<file path="config.mk">
export PLATFORM = sky130hd
export DESIGN_NAME = vram_ctrl
export DESIGN_NICKNAME = d
export VERILOG_FILES = /design/src/rtl/vram_pkg.sv /design/src/rtl/vram_fill_engine.sv /design/src/rtl/vram_ctrl.sv
export SDC_FILE = /design/constraint.sdc
export NUM_CORES = 1
export LEC_CHECK = 0
export BUFFER_PORTS_ARGS = -buffer_cell sky130_fd_sc_hd__buf_2
export CORE_ASPECT_RATIO = 1.4
export CORE_MARGIN = 8
export CORE_UTILIZATION = 53
export CTS_BUF_LIST = sky130_fd_sc_hd__clkbuf_16
export DETAILED_ROUTE_END_ITERATION = 16
export PLACE_DENSITY = 0.76
export SYNTH_ARGS = -nofsm -noshare
export SYNTH_HDL_FRONTEND = slang
export SYNTH_HIERARCHICAL = 1
export SYNTH_SLANG_ARGS = --single-unit
</file>
<file path="constraint.sdc">
create_clock -name cpu_clk -period 3.4 [get_ports cpu_clk]
set_input_delay 1.02 -clock cpu_clk [delete_from_list [all_inputs] [get_ports cpu_clk]]
set_output_delay 1.02 -clock cpu_clk [all_outputs]
set_load 0.02 [all_outputs]
</file>
<file path="src/rtl/vram_pkg.sv">
// rtl/vram_pkg.sv - shared frame-buffer geometry and encodings for the write-side controller
package vram_pkg;

   localparam int FB_W    = 160;
   localparam int FB_H    = 100;
   localparam int FB_SIZE = FB_W * FB_H;

   typedef enum logic [1:0] {IDLE, SETUP, RUN, DONE} fill_state_t;

   typedef enum logic [1:0] {GNT_NONE, GNT_CPU, GNT_FILL} gnt_t;

endpackage

</file>
<file path="src/rtl/vram_fill_engine.sv">
// rtl/vram_fill_engine.sv - rectangle-fill FSM with clipping and linear address generation
module vram_fill_engine
   import vram_pkg::*;
(
   input  logic        cpu_clk,
   input  logic        reset,
   input  logic        fill_start,
   input  logic [7:0]  fill_x0,
   input  logic [6:0]  fill_y0,
   input  logic [7:0]  fill_w,
   input  logic [6:0]  fill_h,
   input  logic [7:0]  fill_color,
   input  logic        gnt,
   output logic        req,
   output logic [15:0] addr,
   output logic [7:0]  color,
   output logic        fill_busy,
   output logic        fill_done
);

   localparam logic [8:0]  W9      = 9'(FB_W);
   localparam logic [8:0]  H9      = 9'(FB_H);
   localparam logic [13:0] ROW_INC = 14'(FB_W);

   fill_state_t state;
   logic [7:0]  x0, w, x;
   logic [6:0]  y0, h, y;
   logic [8:0]  x1, y1;
   logic [13:0] row_base;
   logic [8:0]  x_end, y_end;
   logic        empty, last_col, last_row;

   assign x_end    = {1'b0, x0} + {1'b0, w};
   assign y_end    = {2'b0, y0} + {2'b0, h};
   assign empty    = ({1'b0, x0} >= W9) || ({2'b0, y0} >= H9) || (w == 8'd0) || (h == 7'd0);
   assign last_col = ({1'b0, x} == x1 - 9'd1);
   assign last_row = ({2'b0, y} == y1 - 9'd1);

   assign req  = (state == RUN);
   assign addr = {2'b0, row_base + {6'b0, x}};

   always_ff @(posedge cpu_clk or posedge reset) begin
      if (reset) begin
         state     <= IDLE;
         x0        <= '0;
         y0        <= '0;
         w         <= '0;
         h         <= '0;
         x         <= '0;
         y         <= '0;
         x1        <= '0;
         y1        <= '0;
         row_base  <= '0;
         color     <= '0;
         fill_busy <= 1'b0;
         fill_done <= 1'b0;
      end else begin
         case (state)
            IDLE: begin
               if (fill_start) begin
                  x0        <= fill_x0;
                  y0        <= fill_y0;
                  w         <= fill_w;
                  h         <= fill_h;
                  color     <= fill_color;
                  fill_busy <= 1'b1;
                  state     <= SETUP;
               end
            end
            SETUP: begin
               x1       <= (x_end > W9) ? W9 : x_end;
               y1       <= (y_end > H9) ? H9 : y_end;
               // y0*160 without a multiplier
               row_base <= ({7'b0, y0} << 7) + ({7'b0, y0} << 5);
               x        <= x0;
               y        <= y0;
               if (empty) begin
                  fill_done <= 1'b1;
                  state     <= DONE;
               end else begin
                  state <= RUN;
               end
            end
            RUN: begin
               if (gnt) begin
                  if (last_col) begin
                     x        <= x0;
                     y        <= y + 7'd1;
                     row_base <= row_base + ROW_INC;
                     if (last_row) begin
                        fill_done <= 1'b1;
                        state     <= DONE;
                     end
                  end else begin
                     x <= x + 8'd1;
                  end
               end
            end
            DONE: begin
               fill_done <= 1'b0;
               fill_busy <= 1'b0;
               state     <= IDLE;
            end
            default: state <= IDLE;
         endcase
      end
   end

endmodule

</file>
<file path="src/rtl/vram_ctrl.sv">
// rtl/vram_ctrl.sv - round-robin arbiter sharing the frame-buffer write port between CPU and fill engine
module vram_ctrl
   import vram_pkg::*;
(
   input  logic        cpu_clk,
   input  logic        reset,
   input  logic        cpu_req,
   input  logic [15:0] cpu_addr,
   input  logic [7:0]  cpu_data,
   output logic        cpu_ack,
   input  logic        fill_start,
   input  logic [7:0]  fill_x0,
   input  logic [6:0]  fill_y0,
   input  logic [7:0]  fill_w,
   input  logic [6:0]  fill_h,
   input  logic [7:0]  fill_color,
   output logic        fill_busy,
   output logic        fill_done,
   output logic        vmem_wr,
   output logic [31:0] vmem_addr,
   output logic [7:0]  vmem_data
);

   localparam logic [15:0] ADDR_LIMIT = 16'(FB_SIZE);

   logic        fill_req;
   logic [15:0] fill_addr;
   logic [7:0]  fill_px;
   logic        last_fill;
   gnt_t        gnt;

   vram_fill_engine u_fill (
      .cpu_clk    (cpu_clk),
      .reset      (reset),
      .fill_start (fill_start),
      .fill_x0    (fill_x0),
      .fill_y0    (fill_y0),
      .fill_w     (fill_w),
      .fill_h     (fill_h),
      .fill_color (fill_color),
      .gnt        (gnt == GNT_FILL),
      .req        (fill_req),
      .addr       (fill_addr),
      .color      (fill_px),
      .fill_busy  (fill_busy),
      .fill_done  (fill_done)
   );

   // Under contention the requester that was not served last wins.
   always_comb begin
      gnt = GNT_NONE;
      if (!reset) begin
         if (cpu_req && fill_req) gnt = last_fill ? GNT_CPU : GNT_FILL;
         else if (cpu_req)        gnt = GNT_CPU;
         else if (fill_req)       gnt = GNT_FILL;
      end
   end

   assign cpu_ack = (gnt == GNT_CPU);

   always_ff @(posedge cpu_clk or posedge reset) begin
      if (reset) begin
         vmem_wr   <= 1'b0;
         vmem_addr <= '0;
         vmem_data <= '0;
         last_fill <= 1'b1;
      end else begin
         case (gnt)
            GNT_CPU: begin
               vmem_wr   <= (cpu_addr < ADDR_LIMIT);
               vmem_addr <= {16'b0, cpu_addr};
               vmem_data <= cpu_data;
               last_fill <= 1'b0;
            end
            GNT_FILL: begin
               vmem_wr   <= 1'b1;
               vmem_addr <= {16'b0, fill_addr};
               vmem_data <= fill_px;
               last_fill <= 1'b1;
            end
            default: vmem_wr <= 1'b0;
         endcase
      end
   end

endmodule

</file>
==> results by group <==
Floorplanning
  • Core area: roughly 13000 sq um
  • Die Area: 16800 sq um
  • Die Y: 150 um
  • Site Rows: about 50
  • Initial Util: 53.6%
  • I/O pin cnt: 110
  • Die Wd: 112 um

Drt
  • WL per Instance: 17.2 um
  • Routed Antenna Nets: 0
  • Initial drt markers: 284
  • DR vias: about 5600
  • Total wire length: around 16000 um
  • Vias per cell: 5.92
  • DRC: 0
  • DRT Pass-1 Iters: 6

Timing
  • Final hold slack: 484 ps
  • Clock Skew: 9.73 ps
  • Worst-margin pin slew: 1070 ps
  • Total negative slack: 0 ps
  • RSZ-0062 raised after global routing: no
  • Setup-failing EPs final: 0
  • Relative slew slack: 28.1%
  • Crit path time final: 3120 ps
  • Fin crit share: 91.7%
  • F_max: 0.321 GHz
  • Final hold vios: 0
  • Max Slew Vio Count: 0

Setup path
  • Flop2flop setup slack: 280 ps
  • CP Max Fanout: 9
  • Reg2reg end: u_fill/state[1]
  • CP endpoint kind: flip-flop
  • R2r startpoint: u_fill/x1[0]
  • Critical Path AT: between 3000 and 4000 ps
  • Setup crit start: u_fill/x1[0]
  • R2R cell count: 10
  • Crit Path Class: reg2reg
  • Worst setup SP type: flip-flop
  • Worst Setup EP: u_fill/state[1]
  • WP data required: 3640 ps

Cells and area
  • Antenna Diode Count: 0
  • Finished Core Util: between 60% and 70%
  • Layout cells sized above 1: 21.8%
  • Area delta synth->final: 12.4%
  • FILL cells: 1100
  • Nets: 896

Synthesis
  • Syn Inst Count: around 700
  • Ys flop type: dfrtp_1
  • Synth Warn #: 6
  • EDFF count, synth: 0
  • Post-synthesis cell area: 6810 sq um
  • Sequential share of the synthesized area: 40.1%
  • Synth area leader: dfrtp_1
  • Mapped Avg Cell Area: 9.59 sq um
  • Top post-synthesis cells by area: dfrtp_1, mux2_2, ha_1
  • Post-synth top cells: dfrtp_1, nand2_1, nor2_1, mux2_2
  • Top cell type's share of synthesized area: 39.7%
  • Ys async rst share: 100%
  • Most frequent cell after synthesis: dfrtp_1
  • Cell variety after synth: 70
  • Flops & latches, synth: 109

Clock network
  • Root Buffer: clkbuf_16
  • Num CTS Buffers: 9
  • Post_cts resized: 0
  • CTS tree: done
  • Clk buf depth: 2
  • Postcts setup bufs: 0
  • Clock Latency Late Sink: 350 ps
  • Clk sink count: 109
  • Depth of the CTS H-tree: 3
  • Cts hold-fix bufs: 0
  • Reg clk slew, reported paths: 70 ps

Power and ir drop
  • Total power: between 8 and 9 mW
  • Static leakage: 3.47 nW
  • Cell Int Power: 4.59 mW
  • IR drop worst, VDD: 0.513 mV
  • PwrDens: 1100 nW/um^2
  • Comb pwr share: between 50% and 60%
  • Sw frac: 45.6%
  • Sw Pwr: between 3 and 4 mW
  • Sequential share of power: 31.2%
  • Clock network power share: 13.4%

Placement
  • Final Wtd Congestion: between 0.8 and 0.9
  • Post-DP HPWL: about 13000 um
  • Number of port buffers: 93

Global route
  • Number of global-route vias before repair: about 5800
  • Initial antenna violation count: 0
  • GR Util All Layers: 19.8%
  • Grt ovf: 0
  • Largest net degree at the start of global routing: 48
  • First-pass GRT wire length: 27500 um

Flow run
  • Max_cap viols: 0

Hold path
  • Hold/Removal Path Class: reg2reg

Status
  • Status: complete, no violations
[power by group through the flow]
| stage | Clock (mW) | Combinational, mW | Sequential (mW) |
|---|---|---|---|
| 6_report | 1.13 | 4.67 | 2.63 |
| 5_1_grt | 1.21 | 5.20 | 2.71 |
| 4_1_cts | 1.16 | 4.64 | 2.62 |
| 3_5_place_dp | 0 | 4.61 | 2.64 |
| 3_3_place_gp | 0 | 4.38 | 2.60 |
| 2_1_floorplan | 0 | 3.56 | 2.55 |
[cells by family after synthesis]
kind of cell	Yosys count	share of synthesized area, %
buffers and inverters	87	6.56
flip-flops	109	40.1
adder cells (fa/ha/maj)	37	7.13
AO/OA/AOI/OAI	170	16.4
XOR/XNOR	38	4.89
multiplexers	68	10.7
AND/OR/NAND/NOR	199	14.1
other	2	0.110
[final cells by class]
cell class                 count  area (sq um)  area share [%]
tap                          153           191            2.50
multi-input combinational    530          3700            48.3
clock buffer                   9           225            2.94
inverter                      37           140            1.83
clock inverter                 7          96.3            1.26
sequential                   109          2730            35.7
timing repair buffer         106           576            7.52
[per-stage QoR]
stage	setup WS, ps	cells	instance area (sq um)
after detailed placement	354	935	7330
final	283	951	7650
after global placement	462	935	7330
after global routing	74.0	951	7650
after floorplan	56.5	726	6870
after CTS	335	951	7650
[per-layer routing]
metal | vias to the layer above | part of all wire, % | global-route usage (%)
met4 | 0 | 2.0 | 7.69
met1 | 2717 | 41 | 22.3
li1 | 2668 | - | -
met5 | - | 0 | 0
met3 | 45 | 6.1 | 4.12
met2 | 200 | 50 | 35.9
[registers in the layout, summed over array words and instances, names as in the netlist, 8 cells and up]
register / count
u_fill/color: 8
vmem_addr: 16
u_fill/x1: 9
u_fill/x0: 8
vmem_data: 8
u_fill/row_base: 9
u_fill/w: 8
u_fill/x: 8
u_fill/y1: 8
[worst max-delay path, stage by stage, from the launching register on]
cell and delay (ps):
dfrtp_1 410, inv_1 90, ha_1 260, nor2_1 90, and3_1 160, a31oi_1 40
o31ai_1 860, buf_4 300, a41oi_1 230, a21oi_1 210, mux2_2 340
[worst min path at each step]
stage	start	to	slack, ps	depth (start not counted)
finish	vmem_data[7]	vmem_data[7]	480	2
global route	vmem_addr[4]	vmem_addr[4]	510	2
CTS	last_fill	last_fill	490	2
detailed placement	last_fill	last_fill	470	2
global placement	vmem_addr[8]	vmem_addr[8]	460	2
floorplan	last_fill	last_fill	450	2
[cells in the final DEF, fill, tap and decap left out, types with 5 or more instances in the layout]
cell type  Yosys  final
a2111oi_0      6      6
a211oi_1       7      7
a21o_1        10     10
a21oi_1       32     32
a31oi_1       11     11
buf_2          4     93
buf_4         20     12
clkbuf_16      0      9
conb_1         2     18
dfrtp_1      108    108
ha_1          34     33
inv_1         35     34
mux2_2        39     39
mux2i_1       29     29
nand2_1       72     71
nand2b_1       6      6
nand3_1       17     17
nand4_1        7      7
nor2_1        41     41
nor2b_1       12     12
nor3_1        12     12
nor4_1         5      5
o211ai_1       9      9
o21ai_0       35     35
o21ai_1       19     19
o22ai_1        5      5
or3_1          5      5
xnor2_1       24     24
xor2_1        14     14
Power figures use the tool's default switching activity.
